[src/rtl/trap_ctrl.sv]
// M-mode trap controller: priority-selects exceptions/interrupts, drains the pipeline, commits trap CSRs and redirects fetch.
// Optional TRAP_CTRL_VECTORED_EN enables vectored interrupt dispatch when mtvec[1:0] == 2'b01.
module trap_ctrl #(
  parameter int              XLEN      = 32,
  parameter int              NUM_EXC   = 16,
  parameter int              NUM_IRQ   = 12,
  parameter logic [XLEN-1:0] RESET_VEC = '0
) (
  input  logic               clk,
  input  logic               rst,
  input  logic [NUM_EXC-1:0] exc_req,
  input  logic [XLEN-1:0]    exc_pc,
  input  logic [XLEN-1:0]    exc_tval,
  input  logic [NUM_IRQ-1:0] irq_pend,
  input  logic               mret,
  input  logic               flush_ack,
  input  logic               csr_we,
  input  logic [1:0]         csr_sel,
  input  logic [XLEN-1:0]    csr_wdata,
  output logic [XLEN-1:0]    csr_rdata,
  output logic               flush_req,
  output logic               redirect_valid,
  output logic [XLEN-1:0]    redirect_pc,
  output logic [XLEN-1:0]    mepc,
  output logic [XLEN-1:0]    mcause,
  output logic [XLEN-1:0]    mtval,
  output logic               trap_busy
);

  typedef enum logic [1:0] {
    IDLE   = 2'd0,
    DRAIN  = 2'd1,
    REDIR  = 2'd2,
    RET    = 2'd3
  } state_t;

  state_t state, state_n;

  logic [XLEN-1:0]    mtvec;
  logic [NUM_IRQ-1:0] mie;
  logic               mstat_mie;
  logic               mstat_mpie;

  // Event latched in IDLE, held through DRAIN until commit.
  logic [XLEN-1:0] pc_p0;
  logic [XLEN-1:0] cause_p0;
  logic [XLEN-1:0] tval_p0;

  logic exc_any, irq_take, event_take, commit, ret_take;
  logic [XLEN-1:0] trap_base;

  function automatic logic [XLEN-2:0] exc_index(input logic [NUM_EXC-1:0] req);
    logic [XLEN-2:0] idx;
    idx = '0;
    for (int i = NUM_EXC - 1; i >= 0; i--) begin
      if (req[i]) idx = (XLEN-1)'(i);
    end
    return idx;
  endfunction

  function automatic logic [XLEN-2:0] irq_index(input logic [NUM_IRQ-1:0] req);
    logic [XLEN-2:0] idx;
    idx = '0;
    for (int i = NUM_IRQ - 1; i >= 0; i--) begin
      if (req[i]) idx = (XLEN-1)'(i);
    end
    return idx;
  endfunction

  function automatic logic [XLEN-1:0] mtvec_mask(input logic [XLEN-1:0] val);
`ifdef TRAP_CTRL_VECTORED_EN
    return val;
`else
    return {val[XLEN-1:2], 2'b00};
`endif
  endfunction

  assign exc_any    = |exc_req;
  assign irq_take   = mstat_mie & (|(irq_pend & mie));
  assign event_take = (state == IDLE) && (exc_any || irq_take);
  assign ret_take   = (state == IDLE) && !(exc_any || irq_take) && mret;
  assign commit     = (state == DRAIN) && flush_ack;

  assign trap_base = {mtvec[XLEN-1:2], 2'b00};

  always_comb begin
    state_n = state;
    case (state)
      IDLE: begin
        if (exc_any || irq_take) state_n = DRAIN;
        else if (mret)           state_n = RET;
      end
      DRAIN:   if (flush_ack) state_n = REDIR;
      REDIR:   state_n = IDLE;
      RET:     state_n = IDLE;
      default: state_n = IDLE;
    endcase
  end

  always_comb begin
    flush_req      = (state == DRAIN);
    redirect_valid = (state == REDIR) || (state == RET);
    trap_busy      = (state != IDLE);
    redirect_pc    = '0;
    if (state == RET) begin
      redirect_pc = mepc;
    end else if (state == REDIR) begin
      redirect_pc = trap_base;
`ifdef TRAP_CTRL_VECTORED_EN
      if (mtvec[1:0] == 2'b01 && mcause[XLEN-1])
        redirect_pc = trap_base + {mcause[XLEN-3:0], 2'b00};
`endif
    end
  end

  always_comb begin
    csr_rdata = '0;
    case (csr_sel)
      2'd0: csr_rdata = mtvec;
      2'd1: csr_rdata = XLEN'(mie);
      2'd2: begin
        csr_rdata[3] = mstat_mie;
        csr_rdata[7] = mstat_mpie;
      end
      default: csr_rdata = mepc;
    endcase
  end

  always_ff @(posedge clk) begin
    if (rst) begin
      state      <= IDLE;
      mtvec      <= mtvec_mask(RESET_VEC);
      mie        <= '0;
      mstat_mie  <= 1'b0;
      mstat_mpie <= 1'b0;
      mepc       <= '0;
      mcause     <= '0;
      mtval      <= '0;
    end else begin
      state <= state_n;
      if (csr_we) begin
        case (csr_sel)
          2'd0:    mtvec     <= mtvec_mask(csr_wdata);
          2'd1:    mie       <= csr_wdata[NUM_IRQ-1:0];
          2'd2:    mstat_mie <= csr_wdata[3];
          default: mepc      <= {csr_wdata[XLEN-1:2], 2'b00};
        endcase
      end
      // Trap commit and MRET come last so they win over a same-cycle CSR write.
      if (commit) begin
        mepc       <= pc_p0;
        mcause     <= cause_p0;
        mtval      <= tval_p0;
        mstat_mpie <= mstat_mie;
        mstat_mie  <= 1'b0;
      end
      if (ret_take) begin
        mstat_mie  <= mstat_mpie;
        mstat_mpie <= 1'b1;
      end
    end
  end

  always_ff @(posedge clk) begin
    if (event_take) begin
      pc_p0 <= exc_pc;
      if (exc_any) begin
        cause_p0 <= {1'b0, exc_index(exc_req)};
        tval_p0  <= exc_tval;
      end else begin
        cause_p0 <= {1'b1, irq_index(irq_pend & mie)};
        tval_p0  <= '0;
      end
    end
  end

endmodule
[config.mk]
export PLATFORM = sky130hd
export DESIGN_NAME = trap_ctrl
export DESIGN_NICKNAME = d
export VERILOG_FILES = /design/src/rtl/trap_ctrl.sv
export SDC_FILE = /design/constraint.sdc
export NUM_CORES = 1
export LEC_CHECK = 0
export BUFFER_PORTS_ARGS = -buffer_cell sky130_fd_sc_hd__buf_2
export CORE_MARGIN = 2
export CORE_UTILIZATION = 45
export CTS_CLUSTER_DIAMETER = 200
export DETAILED_ROUTE_END_ITERATION = 8
export HOLD_SLACK_MARGIN = 0.03
export PLACE_DENSITY = 0.77
export SLEW_MARGIN = 10
export SYNTH_ARGS = -nofsm -noshare
export SYNTH_HDL_FRONTEND = slang
export SYNTH_SLANG_ARGS = --single-unit
[constraint.sdc]
create_clock -name clk -period 4.2 [get_ports clk]
set_input_delay 0.21 -clock clk [delete_from_list [all_inputs] [get_ports clk]]
set_output_delay 0.21 -clock clk [all_outputs]
set_load 0.02 [all_outputs]
==> results of run 1 <==
synthesized netlist by cell type, types with 2 or more instances:
cell type | number | area, um2
nand3b_1 | 2 | 15.0
a22o_1 | 21 | 184
buf_1 | 13 | 48.8
or2_1 | 2 | 12.5
a21oi_1 | 74 | 370
clkbuf_1 | 48 | 180
a22oi_1 | 7 | 52.6
a31oi_1 | 2 | 12.5
edfxtp_1 | 69 | 2070
and2_1 | 2 | 12.5
a32o_1 | 2 | 20.0
inv_1 | 3 | 11.3
buf_4 | 27 | 203
mux4_2 | 2 | 45.0
nand3_1 | 2 | 10.0
o21ai_0 | 8 | 40.0
nor2_1 | 54 | 203
nand2b_1 | 3 | 18.8
nor2b_1 | 66 | 413
nand2_1 | 219 | 822
and3_1 | 2 | 12.5
nor3_1 | 3 | 15.0
or4_4 | 3 | 33.8
a311oi_1 | 30 | 263
mux2i_1 | 53 | 531
dfxtp_1 | 115 | 2300
worst register-to-register path, delay by kind of cell (launching register included):
kind,cells,cell delay [ps]
AND/OR/NAND/NOR,3,1080
flip-flops,1,400
buffers and inverters,1,320
AO/OA/AOI/OAI,2,280
final timing paths:
check | to | start | slack (ps) | cells past startpoint
max | pc_p0[26]$_DFFE_PP_ | mie[11]$_SDFFE_PP0P_ | 1790 | 6
min | mtvec[30]$_SDFFE_PP0P_ | csr_wdata[30] | 40 | 3
max reg2reg | pc_p0[26]$_DFFE_PP_ | mie[11]$_SDFFE_PP0P_ | 1790 | 6
min reg2reg | mcause[1]$_SDFFE_PP0P_ | mcause[1]$_SDFFE_PP0P_ | 450 | 2
stage by stage:
stage	setup WS (ps)	hold slack [ps]	utilization	instance area, um2	total power, W
2_1_floorplan	1150	309	-	8180	0.00244
3_3_place_gp	1870	388	0.533	9470	0.00263
3_5_place_dp	1780	388	0.533	9470	0.00265
4_1_cts	1780	37.0	0.599	10600	0.00440
5_1_grt	1600	36.7	0.599	10600	0.00455
6_report	1790	44.8	0.599	10600	0.00438
routing by layer:
layer  global-route usage  part of all wire  vias to the layer above
met4               0.0849             0.024                        2
li1                     -                 -                     3470
met5                    0           0.00057                        -
met2                0.393              0.50                      279
met1                0.288              0.41                     3406
met3               0.0679             0.071                       41
repair_timing:
item                                   in CTS  in global routing
endpoints found under the hold margin      53                  0
gates resized for setup                     0                  0
hold buffers                               53                  0
cell usage in the layout (no fill, tap or decap), types with 2 or more instances in the layout:
master / n
and2_1: 2
buf_2: 265
o21ai_0: 8
nand2_2: 2
mux2i_1: 53
a22o_1: 21
clkinv_4: 2
or4_4: 3
diode_2: 2
nor2_2: 2
bufinv_16: 4
nand3b_1: 2
dlygate4sd3_1: 53
clkbuf_16: 17
and3_1: 2
nor2b_1: 66
mux4_2: 2
dfxtp_1: 114
inv_1: 3
clkinvlp_4: 2
edfxtp_1: 69
nand2b_1: 3
nor2_1: 51
a32o_1: 2
inv_6: 5
a31oi_1: 2
a22oi_1: 7
nor2_4: 3
nand3_1: 2
conb_1: 27
a311oi_1: 30
buf_4: 10
nand2_1: 218
a21oi_1: 74
nor3_1: 3
cell families (layout without fill, tap and decap cells):
family                 after synthesis  after routing  synth area share
AND/OR/NAND/NOR                    364            364             0.200
other                                1             29          0.000464
buffers and inverters               93            365            0.0559
AO/OA/AOI/OAI                      157            157             0.129
flip-flops                         184            184             0.541
multiplexers                        56             56            0.0731
registers in the layout, summed over array words and instances (netlist names):
name,count
tval_p0,32
pc_p0,32
mstat_mie,1
mie,12
mcause,5
cause_p0,5
state,2
mepc,32
mtvec,30
mtval,32
mstat_mpie,1
final cells by class:
type,count,area (um2),area share
inverter,4,15.0,0.00141
multi-input combinational,604,3370,0.317
tap,229,287,0.0269
sequential,184,4380,0.411
antenna,2,5.00,0.000470
clock inverter,15,213,0.0200
timing repair buffer,329,1950,0.183
clock buffer,17,425,0.0400
power by group:
group / internal, W / leakage, nW / switching [W]
sequential: 0.00198 / 1.63 / 0.0000688
combinational: 0.000231 / 2.74 / 0.000371
clock: 0.00101 / 0.307 / 0.000718
total: 0.00322 / 4.67 / 0.00116
==> impl_results.md, run 1 <==
- Worst-Margin Slew: roughly 1100 ps
- Leakage power: roughly 4.7 nW
- Min-Delay Path Class: in2reg
- Largest delay contributor family on the critical path: simple AND/OR/NAND/NOR gates
- Die footprint: roughly 19000 um2
- Crit start category: flop
- Slowest CP cell: nor2_4
- Antenna violations before repair: 3
- Critical path, cell by cell: a22oi_1 > nand3_1 > o21a_1 > nor2_1 > nor2_4 > buf_12
- F_max: 414 MHz
- Pin count of the biggest net entering global routing: 81
- Clock Path Buffers: 2
- Routed len/inst: 16.6 um
- CP required: roughly 4300 ps
- PD cells: 411 nW/um2
- Core Region: approximately 18000 um2
- Filler instances: 1521
- Max incr delay on CP: ~850 ps
- Clock tree from TritonCTS: done
- Synthesis warning total: 0
- Number of global-route vias before repair: 6899
- Synth unique cells: 49
- Final Wtd Congestion: a little under 0.9
- Mapped Area: 8080 um2
- Primary FF master, synth: dfxtp_1
- IO Pins: 294
- Ys async rst share: 0
- RSZ-0062 raised after global routing: false
- Setup Viol. Count Final: 0
- Fin crit period: 2410 ps
- Via density: 5.20
- WP data arrival: around 2500 ps
- Layout Nets: around 1300
- Setup Buffers After CTS: 0
- First-pass GRT wire length: 36000 um
- Worst-path maximum fanout: 35
- Initial drt markers: 428
- DRT Pass-1 Iters: 5
- Crit path buf inv count: 1
- Port bufs: 266
- Cts bufs inserted: 17
- Row cnt: 49
- DRC: 0
- Via count: 7198
- Crit Path Category: reg2reg
- Count of flip-flops with a built-in enable after synthesis: 69
- Layout cells sized above 1: 0.282
- Syn-to-layout area delta: 31.7%
- Placed insts: 1297
- H-tree depth: 4
- Clock slew seen by the registers of the worst setup and hold paths: approximately 70 ps
- Clk Latency, worst-skew pair: 430 ps
- Setup TNS: 0 ps
- Post-DP HPWL: 15300 um
- Die H: ~140 um
- Clock Skew: 14.0 ps
- Status: complete, no violations
- Antenna Nets Post-Route: 0
- Final Non-Filler Cells: 1384
- Final Hold Fails: 0
- Seq/Total Area, Yosys: 0.541
- Synth Instances: 855
- Post-Syn Area per Cell: approximately 9.5 um2
- GRT Util Overall: 0.234
- Initial Util: 0.455
- WL final: between 20000 and 25000 um
- Number of max-cap violations: 0
- Clk sinks: ~180
- Period utilisation layout: 0.575
- Root Driver: clkbuf_16
- Max_slew headroom: 0.243
- Die Span X: approximately 140 um
- Peak VDD IR: 286 uV
- Remaining global-route overflow: 0
- FF+latch count, synth: about 180
- Fin. max-slew vios: 0
- Crit. End Element: flop
(Power assumes the default switching activity.)
==> run 2: changes to the inputs <==
--- a/config.mk
+++ b/config.mk
@@ -7,11 +7,11 @@
 export LEC_CHECK = 0
 export BUFFER_PORTS_ARGS = -buffer_cell sky130_fd_sc_hd__buf_2
 export CORE_MARGIN = 2
-export CORE_UTILIZATION = 45
+export CORE_UTILIZATION = 50
 export CTS_CLUSTER_DIAMETER = 200
 export DETAILED_ROUTE_END_ITERATION = 8
 export HOLD_SLACK_MARGIN = 0.03
-export PLACE_DENSITY = 0.77
+export PLACE_DENSITY = 0.81
 export SLEW_MARGIN = 10
 export SYNTH_ARGS = -nofsm -noshare
 export SYNTH_HDL_FRONTEND = slang
==> constraint.sdc (replaced) <==
create_clock -name clk -period 2.5 [get_ports clk]
set_input_delay 0.125 -clock clk [delete_from_list [all_inputs] [get_ports clk]]
set_output_delay 0.125 -clock clk [all_outputs]
set_load 0.02 [all_outputs]
==> run 2 against run 1 <==
Core utilization is 10 points higher. Clock power is 59% higher. Sequential share of layout area is 1.7 points lower. Design area is 4.4% higher. First-iteration DRC count is 32% higher. Final cell count is 2.8% higher. Setup slack worse by 1400 ps. Sequential cell count stayed put. Register-to-register slack worse by 1300 ps. Combinational power is 81% higher. Critical path depth is 2 higher. Largest cell class unchanged. Largest power group unchanged.
==> impl_results.md, run 2 (synthesis results as in run 1) <==
- Status: complete, no violations (unchanged)
- R2R cell count: 5 (was 6)
- Setup ws final: 394 ps (was 1790 ps)
- Clk sinks: 184 (unchanged)
- Layout Nets: 1323 (was 1271)
- Clock slew seen by the registers of the worst setup and hold paths: 60 ps (was 70 ps)
- Antenna Nets Post-Route: 0 (unchanged)
- Setup Viol. Count Final: 0 (unchanged)
- WL final: 24600 um (was 23000 um)
- Crit Path Category: in2reg (was reg2reg)
- Worst slack, placed: 532 ps (was 1780 ps)
- Post-DP HPWL: 15400 um (was 15300 um)
- Layout cells sized above 1: 0.272 (was 0.282)
- Final Non-Filler Cells: 1423 (was 1384)
- Fin crit period: between 2000 and 2500 ps
- Period utilisation layout: 0.842
- Leakage power: 4.88 nW (was 4.67 nW)
- Via density: 5.30 (was 5.20)
- F_max: 475 MHz
- R2r setup slk: 490 ps (was 1790 ps)
- Die Span X: 131 um (was 138 um)
- Max_slew headroom: 0.367 (was 0.243)
- Clk Latency, worst-skew pair: 430 ps (about the same)
- Hold_ws: 41.2 ps (was 44.8 ps)
- Hold Path End: tval_p0[24]$_SDFFCE_PP0P_ (was mtvec[30]$_SDFFE_PP0P_)
- Crit. End Element: flop (unchanged)
- Fin. max-slew vios: 0 (unchanged)
- Setup TNS: 0 ps (unchanged)
- CP required: 2600 ps (was 4320 ps)
- DRC: 0 (unchanged)
- Routed len/inst: 17.3 um (was 16.6 um)
- Via count: 7548 (was 7198)
- WP data arrival: 2210 ps (was 2540 ps)
- GRT Util Overall: 0.281 (was 0.234)
- Placed insts: 1292 (was 1297)
- Setup Buffers After CTS: 0 (unchanged)
- PD cells: 655 nW/um2 (was 411 nW/um2)
- Number of max-cap violations: 0 (unchanged)
- Most common cell after layout, fill and taps aside: buf_2 (unchanged)
- FF-to-FF Start: mie[0]$_SDFFE_PP0P_ (was mie[11]$_SDFFE_PP0P_)
- Final Wtd Congestion: 0.851 (was 0.883)
- Die footprint: 17200 um2 (was 19000 um2)
- Worst-Margin Slew: 947 ps (was 1130 ps)
- RSZ-0062 raised after global routing: false (unchanged)
- Core Region: 15800 um2 (was 17800 um2)
- Hold path start: exc_tval[24] (was csr_wdata[30])
- H-tree depth: 4 (unchanged)
- IO Pins: 294 (unchanged)
- Filler instances: 1141 (was 1521)
- Crit Reg-Reg Endpoint: mstat_mie$_SDFFE_PP0P_ (was pc_p0[26]$_DFFE_PP_)
- Crit start category: input port (was flop)
- Finished Cell Area: 11100 um2 (was 10600 um2)
- Clock Skew: 10.3 ps (was 14.0 ps)
- Clock tree from TritonCTS: done (unchanged)
- Min-Delay Path Class: in2reg (unchanged)
- Root Driver: clkbuf_16 (unchanged)
- Port bufs: 266 (unchanged)
- Commonest non-fill, non-tap cells in the layout: 265 x buf_2, 218 x nand2_1, 114 x dfxtp_1 (unchanged)
- DRT Pass-1 Iters: 5 (unchanged)
- Cts bufs inserted: 17 (unchanged)
- Post-DP Area: 9530 um2 (was 9470 um2)
- Worst-path maximum fanout: 46 (was 35)
- Hold Path Stages: 2 (was 3)
- Initial drt markers: 566 (was 428)
- Syn-to-layout area delta: 37.5% (was 31.7%)
- Peak VDD IR: 432 uV (was 286 uV)
- Die H: 131 um (was 138 um)
- Number of global-route vias before repair: 7365 (was 6899)
- Final Hold Fails: 0 (unchanged)
- Clock Path Buffers: 2 (unchanged)
- Row cnt: 46 (was 49)
- Antenna violations before repair: 2 (was 3)
- First-pass GRT wire length: 38600 um (was 36000 um)
- Remaining global-route overflow: 0 (unchanged)
- Initial Util: 0.511 (was 0.455)
- Pin count of the biggest net entering global routing: 70 (was 81)
## run 2: cell types whose count changed in the layout (fill, tap and decap cells not counted), sizes merged
cell / change
bufinv: -2
clkbuf: +7
clkinv: -1
inv: -4
dlygate4sd3: +44
buf: +8
## run 2: final cells by class
class	count	area (um2)	share of cell area
antenna	2	5.00	0.000450
multi-input combinational	604	3370	0.304
clock inverter	8	111	0.0100
inverter	4	15.0	0.00135
clock buffer	24	494	0.0445
sequential	184	4380	0.394
timing repair buffer	381	2460	0.222
tap	216	270	0.0243
## run 2: how the worst max path moves through the flow
stage	to	startpoint	cells past startpoint	slack (ps)
5_1_grt	tval_p0[7]$_SDFFCE_PP0P_	exc_req[0]	8	340
4_1_cts	mstat_mie$_SDFFE_PP0P_	exc_req[0]	7	440
3_5_place_dp	mstat_mie$_SDFFE_PP0P_	exc_req[0]	6	530
3_3_place_gp	mstat_mie$_SDFFE_PP0P_	exc_req[8]	6	550
6_report	pc_p0[25]$_DFFE_PP_	exc_req[0]	8	390
2_1_floorplan	cause_p0[0]$_DFFE_PP_	state[0]$_SDFFE_PP0P_	3	210
## run 2: repair_timing
item	4_1_cts	5_1_grt
resized for setup	0	0
endpoints found under the hold margin	137	0
hold buffers	97	0
## run 2: where the power goes
group / internal [W] / leakage (nW) / switching [W]
clock: 0.00161 / 0.289 / 0.00114
sequential: 0.00332 / 1.63 / 0.000119
combinational: 0.000442 / 2.97 / 0.000649
total: 0.00537 / 4.88 / 0.00191
## run 2: critical path: stages
cell and delay, ps:
dlygate4sd3_1 540, buf_2 140, or4_4 530, nor2_2 150, nand2_2 90, nor2_1 230
nor2_4 50, buf_4 300
## run 2: routing by layer
| layer | vias up | share of wire | GRT usage |
|---|---|---|---|
| met5 | - | 0 | 0 |
| met2 | 370 | 0.50 | 0.481 |
| met3 | 61 | 0.073 | 0.0594 |
| li1 | 3562 | - | - |
| met1 | 3555 | 0.40 | 0.344 |
| met4 | 0 | 0.031 | 0.121 |
## run 2: through the flow
step / total power, W / utilization
2_1_floorplan: 0.00410 / -
3_3_place_gp: 0.00443 / 0.602
3_5_place_dp: 0.00445 / 0.602
4_1_cts: 0.00729 / 0.702
5_1_grt: 0.00753 / 0.702
6_report: 0.00728 / 0.702
==> run 3: changes to the inputs <==
==> constraint.sdc (replaced) <==
create_clock -name clk -period 2.1 [get_ports clk]
set_input_delay 0.105 -clock clk [delete_from_list [all_inputs] [get_ports clk]]
set_output_delay 0.105 -clock clk [all_outputs]
set_load 0.02 [all_outputs]
==> run 3 against run 2 <==
Design area up 1.1%. Worst hold slack better by 11 ps. Register-to-register slack lost 380 ps. Sequential share of layout area decreased by 0.32 points. Sequential cell count did not move. Largest power group unchanged. Highest routed layer is now met5.
==> impl_results.md, run 3 (synthesis results as in run 1) <==
- Status: complete, no violations (unchanged)
- Largest delay contributor family on the critical path: simple AND/OR/NAND/NOR gates (unchanged)
- GRT Util Overall: 0.275 (was 0.281)
- M3 GR Usage: 0.0617 (was 0.0594)
- Cts bufs inserted: 17 (unchanged)
- Crit start category: input port (unchanged)
- Via count: 7588 (was 7548)
- Syn-to-layout area delta: 39.0% (was 37.5%)
- Die H: 131 um (unchanged)
- Max_slew headroom: 0.520 (was 0.367)
- Met2 usage: 0.456 (was 0.481)
- Remaining global-route overflow: 0 (unchanged)
- IO Pins: 294 (unchanged)
- Hold path start: exc_req[1] (was exc_tval[24])
- Clk Latency, worst-skew pair: 430 ps (about the same)
- Placed insts: 1298 (was 1292)
- Layout Nets: 1331 (was 1323)
- Setup ws final: 31.8 ps (was 394 ps)
- Peak VDD IR: 538 uV (was 432 uV)
- Number of max-cap violations: 0 (unchanged)
- Most common cell after layout, fill and taps aside: buf_2 (unchanged)
- Worst-Margin Slew: 719 ps (was 947 ps)
- Fin. max-slew vios: 0 (unchanged)
- Pin count of the biggest net entering global routing: 70 (unchanged)
- Slowest CP cell: or4_4 (was dlygate4sd3_1)
- Worst setup startpoint: exc_req[0] (unchanged)
- Worst slack, placed: 73.4 ps (was 532 ps)
- Clock slew seen by the registers of the worst setup and hold paths: 70 ps (was 60 ps)
- Port bufs: 266 (unchanged)
- Critical path, cell by cell: dlygate4sd3_1 > buf_2 > or4_4 > nor2_4 > nand2_2 > or4b_4 > mux2_4 (was dlygate4sd3_1 > buf_2 > or4_4 > nor2_2 > nand2_2 > nor2_1 > nor2_4 > buf_4)
- Antenna Nets Post-Route: 0 (unchanged)
- DRT Pass-1 Iters: 5 (unchanged)
- F_max: about 480 MHz
- Clock Skew: 9.82 ps (was 10.3 ps)
- Die Span X: 131 um (unchanged)
- Final Non-Filler Cells: 1431 (was 1423)
- Initial drt markers: 543 (was 566)
- H-tree depth: 4 (unchanged)
- Clk sinks: 184 (unchanged)
- Period utilisation layout: 0.985
- Clock tree from TritonCTS: done (unchanged)
- Worst-path maximum fanout: 4 (was 46)
- Leakage power: 4.93 nW (was 4.88 nW)
- PD cells: 749 nW/um2 (was 655 nW/um2)
- Fin crit period: 2070 ps
- Commonest non-fill, non-tap cells in the layout: 265 x buf_2, 218 x nand2_1, 104 x dfxtp_1 (was 265 x buf_2, 218 x nand2_1, 114 x dfxtp_1)
- Root Driver: clkbuf_16 (unchanged)
- Core Region: 15800 um2 (unchanged)
- Setup Viol. Count Final: 0 (unchanged)
- Setup TNS: 0 ps (unchanged)
- DRC: 0 (unchanged)
- Via density: 5.30 (about the same)
- Post-DP HPWL: 15800 um (was 15400 um)
- Top Usage Layer GRT: met2 (unchanged)
- Met1 Usage GRT: 0.343 (was 0.344)
- WP data arrival: 2390 ps (was 2210 ps)
- First-pass GRT wire length: 37600 um (was 38600 um)
- Filler instances: 1127 (was 1141)
- Die footprint: 17200 um2 (unchanged)
- WL final: 24300 um (was 24600 um)
- Number of global-route vias before repair: 7294 (was 7365)
- Antenna violations before repair: 3 (was 2)
- Final Wtd Congestion: 0.865 (was 0.851)
- Min-Delay Path Class: in2reg (unchanged)
- FF-to-FF Start: mie[8]$_SDFFE_PP0P_ (was mie[0]$_SDFFE_PP0P_)
- Max incr delay on CP: 560 ps (was 540 ps)
- CP required: 2420 ps (was 2600 ps)
- Crit. End Element: flop (unchanged)
- Routed len/inst: 17.0 um (was 17.3 um)
- Initial Util: 0.511 (unchanged)
- Final Hold Fails: 0 (unchanged)
- Layout cells sized above 1: 0.290 (was 0.272)
- Crit path buf inv count: 2 (was 3)
- Row cnt: 46 (unchanged)
- Clock Path Buffers: 2 (unchanged)
- Crit Path Category: in2reg (unchanged)
==> run 3: what timing repair did <==
action                                  4_1_cts  5_1_grt
setup buffers                                 0        0
hold buffers                                 99        0
hold endpoints to repair                    138        0
resized for setup                             0        1
endpoints found under the setup margin        0       21
==> run 3: per-layer routing <==
layer / vias to the layer above / share of wire
met4: 2 / 0.032
met1: 3582 / 0.41
met3: 64 / 0.068
met2: 357 / 0.49
met5: - / 0.00054
li1: 3583 / -
==> run 3: layout make-up <==
cell class | count | area, um2 | share of cell area
antenna | 2 | 5.00 | 0.000445
clock buffer | 18 | 429 | 0.0382
clock inverter | 14 | 118 | 0.0105
inverter | 4 | 15.0 | 0.00134
multi-input combinational | 604 | 3400 | 0.303
sequential | 184 | 4390 | 0.391
tap | 216 | 270 | 0.0241
timing repair buffer | 389 | 2610 | 0.232
==> run 3: worst paths after layout <==
path	to	slack [ps]	cells past startpoint
setup / recovery	mstat_mie$_SDFFE_PP0P_	30	7
hold / removal	cause_p0[1]$_DFFE_PP_	50	2
setup reg to reg	pc_p0[0]$_DFFE_PP_	110	6
hold reg to reg	mcause[2]$_SDFFE_PP0P_	450	2
==> run 3: metrics by stage <==
stage / hold slack, ps / util / total power [W] / instance area [um2]
CTS: 33.2 / 0.709 / 0.00843 / 11200
detailed placement: 283 / 0.612 / 0.00534 / 9690
global route: 57.6 / 0.710 / 0.00872 / 11200
floorplan: 204 / - / 0.00489 / 8230
finish: 52.5 / 0.710 / 0.00841 / 11200
global placement: 283 / 0.612 / 0.00531 / 9690
==> run 3: worst register-to-register path, delay by kind of cell, from the launching register on <==
kind,cells,cell delay (ps)
AND/OR/NAND/NOR,4,870
buffers and inverters,1,290
flip-flops,1,380
AO/OA/AOI/OAI,1,180
==> run 3: power breakdown <==
| part | switching (W) | total, W | leakage [nW] | internal (W) |
|---|---|---|---|---|
| sequential | 0.000144 | 0.00410 | 1.63 | 0.00396 |
| clock | 0.00143 | 0.00298 | 0.266 | 0.00155 |
| combinational | 0.000772 | 0.00133 | 3.03 | 0.000558 |
